==> config.mk <==
export PLATFORM = sky130hd
export DESIGN_NAME = bcd_counter_display
export DESIGN_NICKNAME = d
export VERILOG_FILES = /design/src/rtl/bcd_counter_display_pkg.sv /design/src/rtl/bcd_counter_display_digit.sv /design/src/rtl/bcd_counter_display.sv
export SDC_FILE = /design/constraint.sdc
export NUM_CORES = 1
export LEC_CHECK = 0
export BUFFER_PORTS_ARGS = -buffer_cell sky130_fd_sc_hd__buf_2
export CORE_ASPECT_RATIO = 0.75
export CORE_MARGIN = 3
export CORE_UTILIZATION = 45
export CTS_CLUSTER_DIAMETER = 30
export CTS_CLUSTER_SIZE = 25
export DETAILED_ROUTE_END_ITERATION = 16
export SLEW_MARGIN = 30
export SYNTH_ARGS = -nofsm -noshare
export SYNTH_HDL_FRONTEND = slang
export SYNTH_SLANG_ARGS = --single-unit
==> constraint.sdc <==
create_clock -name clk -period 2.75 [get_ports clk]
set_clock_uncertainty 0.15 [all_clocks]
set_input_delay 0.1375 -clock clk [delete_from_list [all_inputs] [get_ports clk]]
set_output_delay 0.1375 -clock clk [all_outputs]
set_load 0.01 [all_outputs]
==> src/rtl/bcd_counter_display_pkg.sv <==
// Shared constants for the 4-digit BCD counter with a multiplexed 7-segment display.
// Segment patterns are {g,f,e,d,c,b,a}, active-low.
package bcd_counter_display_pkg;

  localparam int NUM_DIGITS = 4;

  localparam logic [6:0] SEG_0     = 7'b1000000;
  localparam logic [6:0] SEG_1     = 7'b1111001;
  localparam logic [6:0] SEG_2     = 7'b0100100;
  localparam logic [6:0] SEG_3     = 7'b0110000;
  localparam logic [6:0] SEG_4     = 7'b0011001;
  localparam logic [6:0] SEG_5     = 7'b0010010;
  localparam logic [6:0] SEG_6     = 7'b0000010;
  localparam logic [6:0] SEG_7     = 7'b1111000;
  localparam logic [6:0] SEG_8     = 7'b0000000;
  localparam logic [6:0] SEG_9     = 7'b0010000;
  localparam logic [6:0] SEG_BLANK = 7'b1111111;

  function automatic logic [6:0] bcd_to_seg(input logic [3:0] d);
    logic [6:0] s;
    case (d)
      4'd0:    s = SEG_0;
      4'd1:    s = SEG_1;
      4'd2:    s = SEG_2;
      4'd3:    s = SEG_3;
      4'd4:    s = SEG_4;
      4'd5:    s = SEG_5;
      4'd6:    s = SEG_6;
      4'd7:    s = SEG_7;
      4'd8:    s = SEG_8;
      4'd9:    s = SEG_9;
      default: s = SEG_BLANK;
    endcase
    return s;
  endfunction

endpackage

==> src/rtl/bcd_counter_display_digit.sv <==
// One decade of the up/down BCD counter. Steps only when the carry/borrow input is high;
// carry/borrow out is asserted when this decade rolls over in the requested direction.
module bcd_digit (
  input  logic       i_clk,
  input  logic       i_rst,
  input  logic       i_clr,
  input  logic       i_up,
  input  logic       i_down,
  input  logic       i_cin,
  output logic [3:0] o_value,
  output logic       o_cout
);

  logic [3:0] r_value;

  assign o_value = r_value;
  assign o_cout  = i_cin & ((i_up & (r_value == 4'd9)) | (i_down & (r_value == 4'd0)));

  always_ff @(posedge i_clk or posedge i_rst) begin
    if (i_rst) begin
      r_value <= 4'd0;
    end else if (i_clr) begin
      r_value <= 4'd0;
    end else if (i_cin && i_up) begin
      r_value <= (r_value == 4'd9) ? 4'd0 : r_value + 4'd1;
    end else if (i_cin && i_down) begin
      r_value <= (r_value == 4'd0) ? 4'd9 : r_value - 4'd1;
    end
  end

endmodule

==> src/rtl/bcd_counter_display.sv <==
// Four-digit up/down BCD counter driving a time-multiplexed, active-low 7-segment display
// with leading-zero blanking.
module bcd_counter_display
  import bcd_counter_display_pkg::*;
#(
  parameter int DIGIT_CYCLES = 22500
) (
  input  logic        clk,
  input  logic        rst,
  input  logic        inc_pulse,
  input  logic        dec_pulse,
  input  logic        clr_pulse,
  output logic [15:0] count,
  output logic        wrap,
  output logic [3:0]  an,
  output logic [6:0]  seg,
  output logic        dp
);

  localparam int DW = (DIGIT_CYCLES > 1) ? $clog2(DIGIT_CYCLES) : 1;
  localparam logic [DW-1:0] DWELL_LAST = DW'(DIGIT_CYCLES - 1);

  logic                  w_up;
  logic                  w_down;
  logic [NUM_DIGITS:0]   w_carry;
  logic [NUM_DIGITS-1:0] w_lead_zero;
  logic [3:0]            w_digit;

  logic                  r_wrap;
  logic [DW-1:0]         r_dwell;
  logic [1:0]            r_idx;
  logic [3:0]            r_an;
  logic [6:0]            r_seg;

  // Simultaneous inc and dec cancel; clear overrides both and never reports a wrap.
  assign w_up       = inc_pulse & ~dec_pulse & ~clr_pulse;
  assign w_down     = dec_pulse & ~inc_pulse & ~clr_pulse;
  assign w_carry[0] = w_up | w_down;

  genvar gi;
  generate
    for (gi = 0; gi < NUM_DIGITS; gi++) begin : g_digit
      bcd_digit u_digit (
        .i_clk   (clk),
        .i_rst   (rst),
        .i_clr   (clr_pulse),
        .i_up    (w_up),
        .i_down  (w_down),
        .i_cin   (w_carry[gi]),
        .o_value (count[gi*4 +: 4]),
        .o_cout  (w_carry[gi+1])
      );
    end
  endgenerate

  // w_lead_zero[i]: digit i and every more-significant digit are zero.
  always_comb begin
    w_lead_zero = '0;
    w_lead_zero[NUM_DIGITS-1] = (count[(NUM_DIGITS-1)*4 +: 4] == 4'd0);
    for (int i = NUM_DIGITS - 2; i >= 0; i--) begin
      w_lead_zero[i] = (count[i*4 +: 4] == 4'd0) & w_lead_zero[i+1];
    end
  end

  assign w_digit = count[r_idx*4 +: 4];

  always_ff @(posedge clk or posedge rst) begin
    if (rst) begin
      r_wrap  <= 1'b0;
      r_dwell <= '0;
      r_idx   <= 2'd0;
      r_an    <= 4'b1111;
      r_seg   <= SEG_BLANK;
    end else begin
      r_wrap <= w_carry[NUM_DIGITS];
      if (r_dwell == DWELL_LAST) begin
        r_dwell <= '0;
        r_idx   <= r_idx + 2'd1;
      end else begin
        r_dwell <= r_dwell + DW'(1);
      end
      // an and seg both come from the index before this edge, so they never skew.
      r_an  <= ~(4'b0001 << r_idx);
      r_seg <= (w_lead_zero[r_idx] && (r_idx != 2'd0)) ? SEG_BLANK : bcd_to_seg(w_digit);
    end
  end

  assign wrap = r_wrap;
  assign an   = r_an;
  assign seg  = r_seg;
  assign dp   = 1'b1;

endmodule

=== Word-level counts from Yosys, hierarchy flattened ===
Memory sizes are Yosys's and may differ from the RTL's.
Cells that the tools add are included.

* Logic and storage cells: 98
* Bits in registers: 45
* Memories kept: 1
* Bits in read-only memories: 112

{| class="wikitable"
|+ Memories
! name !! words !! bits a word !! read ports !! clocked after Yosys merged registers in !! write ports !! line !! text
|-
| (name not given) || 16 || 7 || 1 || 0 || 0 || bcd_counter_display_pkg.sv:21 || <nowiki>case (d)</nowiki>
|}

* Shifts and indexed selects: 2
* Reduce and logical (&&, ||, !) cells: 18
* Equal/unequal tests: 5
* Order comparisons: 1
* $add $sub $neg: 10
* Bitwise operators: 28
* Muxes and demuxes: 24

{| class="wikitable"
|+ Operators with widths
! cell !! number
|-
| 4-bit 2-to-1 mux || 20
|-
| 1-bit bitwise AND || 19
|-
| 4-bit by 1-bit adder with 4-bit output (second input constant) || 4
|-
| 4-bit equality test (second input constant) || 4
|-
| 4-bit logical NOT || 4
|-
| 16-bit by 5-bit indexed part select with 4-bit output || 1
|-
| 4-bit by 1-bit subtractor with 4-bit output (second input constant) || 4
|-
| 15-bit by 1-bit adder with 15-bit output (second input constant) || 1
|-
| 15-bit equality test (second input constant) || 1
|-
| 15-bit 2-to-1 mux || 1
|-
| 3-bit nonzero test || 4
|-
| 1-bit logical AND || 9
|-
| 7-bit 2-to-1 mux || 1
|-
| 1-bit bitwise OR || 5
|-
| 4-bit inverter || 1
|-
| 1-bit by 2-bit << shifter with 4-bit output (first input constant) || 1
|-
| 2-bit by 3-bit < comparator with 1-bit output (second input constant) || 1
|-
| 1-bit inverter || 3
|-
| 2-bit by 1-bit adder with 2-bit output (second input constant) || 1
|-
| 1-bit binary-select mux with 2-bit select || 1
|-
| 2-bit nonzero test || 1
|-
| 1-bit 2-to-1 mux || 1
|}

=== Logic depth before layout (Yosys ltp) ===
* Word-level depth: 12
* Mapped depth: 7
* Depth with buffers taken out: 6

=== By module ===
From an unflattened synthesis, not the netlist that was laid out.

* Cell total of the unflattened synthesis: 349
* Area total of the unflattened synthesis: 3229.3 um^2

{| class="wikitable"
|+ Modules (own cells, without submodules)
! module !! cells an instance !! area each (um^2) !! sequential area each (um^2) !! times used
|-
| bcd_digit || 50 || 405.4 || 100.1 || 4
|-
| bcd_counter_display || 149 || 1607.8 || 739.5 || 1
|}

=== Worst setup path after synthesis ===
Ideal clock, no wire load.

* Kind: flip-flop to flip-flop
* Start: register g_digit[0].u_digit.r_value[1]
* End: register g_digit[3].u_digit.r_value[3]
* Path buffers: 1
* Stages on the path, launching flop included: 7
* Setup time: 88 ps
* Slack: 589 ps
* Arrival time: 1923 ps
* Path through: dfrtp_1 > buf_6 > nor4b_4 > nand3_2 > nor2_2 > mux2_2 > a41oi_1

* Longest elaborated chain between the ends: 9
* Elaborated cells between the ends (all ways): 13
* Classes of those cells: 1 x eq/ne; 2 x mux; 6 x bitwise; 4 x reduce/logical

{| class="wikitable"
|+ RTL lines
! what !! line !! text
|-
| start, declared || bcd_counter_display_digit.sv:14 || <nowiki>logic [3:0] r_value;</nowiki>
|-
| start signal, assigned || bcd_counter_display_digit.sv:25 || <nowiki>r_value <= (r_value == 4'd9) ? 4'd0 : r_value + 4'd1;</nowiki>
|-
| start signal, assigned || bcd_counter_display_digit.sv:27 || <nowiki>r_value <= (r_value == 4'd0) ? 4'd9 : r_value - 4'd1;</nowiki>
|-
| 4-bit equality test or 4-bit logical NOT (tied branches) || bcd_counter_display_digit.sv:17 || <nowiki>assign o_cout = i_cin & ((i_up & (r_value == 4'd9)) | (i_down & (r_value == 4'd0)));</nowiki>
|-
| 1-bit bitwise AND || bcd_counter_display_digit.sv:17 ||
|-
| 1-bit bitwise OR * || bcd_counter_display_digit.sv:17 ||
|-
| 1-bit bitwise AND * (3 in series) || bcd_counter_display_digit.sv:17 ||
|-
| 1-bit logical AND || bcd_counter_display_digit.sv:24 || <nowiki>end else if (i_cin && i_up) begin</nowiki>
|-
| 4-bit 2-to-1 mux || bcd_counter_display_digit.sv:24 ||
|-
| 4-bit 2-to-1 mux || bcd_counter_display_digit.sv:22 || <nowiki>end else if (i_clr) begin</nowiki>
|-
| end signal, assigned || bcd_counter_display_digit.sv:25 ||
|-
| end signal, assigned || bcd_counter_display_digit.sv:27 ||
|-
| end, declared || bcd_counter_display_digit.sv:14 ||
|}

Mark *: on every way between the ends. The rest lies on a longest branch, timed or not.
A chain may end at the register's enable or synchronous reset.

=== Final worst setup path ===
Same ends and word-level chain as after synthesis.

==> impl_metrics.yaml <==
grt:
  grt_max_degree: 46
  first_global_vias: 2204
  grt_usage_pct: 18.3
  grt_pass1_wl_um: 11400
  antenna_found_initial: 0
  grt-ovfl-total: 0
finish:
  final_common_cell: "dfrtp_1"
  layoutNonFillerInstCount: 415
  drive_gt1_share_pct: 23.1
  area_growth_syn_to_layout_pct: 8.77
  mostFrequentLayoutCells: "dfrtp_1, buf_2, nand2_1"
  antenna_cells: 0
  final_core_util_pct: 53.0
  fin_nets: 351
  fillers: 548
timing:
  slew_headroom_pct: 59.0
  drv_slew: 0
  fin_tns_setup_ps: 0
  clock.fmax_ghz: 0.411
  rsz0062_at_grt: "false"
  finalCritPeriodShare_pct: 88.4
  tightest_slew_ps: 614
  timing_hold_violations_final: 0
  setup_viol: 0
  min_period_ps: 2430
setup_path:
  crit_fanout: 11
  arrival_ps: 2490
  critPathLaunch: "g_digit[0].u_digit.o_value[1]"
  worstSetupPathType: "reg -> reg"
  crit_required_ps: 2810
  cp-end-kind: "flop"
  startpoint_type: "flop"
  worstReg2RegStart: "g_digit[0].u_digit.o_value[1]"
clock_network:
  cts_root_buf: "clkbuf_8"
  cts.clk_slew.worst_paths_ps: 100
  cts_sinks: 45
  cts_tree: "done"
  clock_latency_ps: 310
  cts.path.max_buffers: 2
  numCtsBuffers: 5
  cts_resized: 0
  postCtsSetupBuffers: 0
  htreeDepth: 2
  hold_buffers: 1
floorplanning:
  coreArea_mm2: 0.00610
  dieArea_mm2: 0.00762
  die_h_um: 76.3
  fp-row-count: 24
  die_w_um: 99.8
  ios: 34
  initial_core_util_pct: 48.7
synth:
  synth_top_area_cell: "dfrtp_1"
  async_flop_share_pct: 100
  synth_top_area_share_pct: 28.7
  syn_area_mm2: 0.00297
  avgSynthCellArea_um2: 9.45
  synth_seq_area_share_pct: 38.4
  ys_types: 70
  synth_edf_count: 0
  synth_warnings: 0
  synth.area.top_cells: "dfrtp_1, dfstp_2, ha_1"
  synth_ff_type: "dfrtp_1"
  synthCells: 314
  ys_seq_elements: 45
  syn_nets: 329
min_path:
  min_path_type: "in -> reg"
  worstHoldStart: "clr_pulse"
power:
  power_mw: 1.50
  power_density_mw_per_mm2: 466
  peakVddDrop_mv: 0.295
  power_leakage_nw: 1.37
placement:
  dp_hpwl_um: 4710
  gp_congestion: 0.834
  placed_cells: 406
  io_buffers: 32
detailed_routing:
  initialDrtViolationCount: 237
  dr.pass1.iters: 5
  finalWirelength_um: 6540
  antenna_left: 0
  drc: 0
  wl_per_cell_um: 15.7
  vias: 2416
  post_drt_via_cell_ratio: 5.82
run:
  max_cap_viol_count: 0
run_status:
  status: "complete, no violations"
final timing paths:
check	end	slack [ps]	cells past startpoint
max	g_digit[3].u_digit.o_value[3]	320	5
min	g_digit[0].u_digit.o_value[2]	40	2
max reg2reg	g_digit[3].u_digit.o_value[3]	320	5
min reg2reg	r_dwell[4]	350	1
max in group asynchronous	seg[0]	1780	3
min in group asynchronous	g_digit[2].u_digit.o_value[0]	290	3
power breakdown:
| group | internal (mW) | switching (mW) | leakage (nW) |
|---|---|---|---|
| registers | 0.703 | 0.0710 | 0.571 |
| clock network | 0.181 | 0.248 | 0.0445 |
| logic | 0.131 | 0.169 | 0.754 |
| total | 1.01 | 0.488 | 1.37 |
metrics by stage:
step	hold slack, ps	area, um2	worst slack (ps)
after floorplan	171	2970	589
after global placement	266	3130	448
after detailed placement	92.5	3130	357
after CTS	36.6	3230	321
after global routing	48.7	3230	156
final	40.7	3230	319
final cells by class:
cell class	count	area [um2]	area share (%)
Timing Repair Buffer	39	215	6.67
Multi-Input combinational cell	230	1630	50.4
Sequential cell	45	1140	35.3
Tap cell	78	97.6	3.02
Inverter	15	58.8	1.82
Clock buffer	5	68.8	2.13
Clock inverter	3	21.3	0.659
cell usage after synthesis (2+ instances only):
cell type  count
buf_2          3
a21oi_1       13
inv_1         14
a31o_2         3
xor2_1         6
dfstp_2       11
o21ai_1        2
mux4_2         3
clkbuf_2       2
ha_1          10
o21ai_0       18
o22ai_1        2
and2_1         2
o211ai_1       4
dfrtp_1       34
and3_1         6
nor4_1         3
nor3_1        10
nor2_2         3
nor4b_1        5
mux2_2         3
buf_6          4
nand3_1       16
nand4_1        4
xnor2_1       12
nor2b_1        4
o21a_1         2
mux2i_1       11
nor2_1        20
clkbuf_1      10
a211oi_1       2
or4_1          3
a31oi_1        3
buf_4          4
nand2_1       21
o31ai_1        3
a22oi_1        2
nand2b_1       4
metal layers:
layer	GRT usage, %	share of wire, %	up-vias
li1	-	-	1180
met1	30.1	52	1139
met2	24.3	40	92
met3	3.57	7.1	5
met4	3.68	0.77	0
met5	0	0	-
kinds of logic after synthesis:
family,share of synthesized area (%)
flops,38.4
compound gates,15.3
other cells,0.126
buf+inv,6.79
fa+ha+maj,4.22
simple gates,21.8
mux,8.01
xor+xnor,5.31
flip-flops by register name, summed over array words and instances (netlist names):
| name | cells |
|---|---|
| seg | 7 |
| wrap | 1 |
| r_idx | 2 |
| r_dwell | 15 |
| g_digit.u_digit.o_value | 16 |
| an | 4 |
critical path: stages, from the launching register on:
cell,delay (ps)
dfrtp_1,530
nor4b_4,550
nand3_2,330
nor2_2,240
mux2_2,350
a41oi_1,180
No activity file was read; power rests on OpenSTA's default activity.
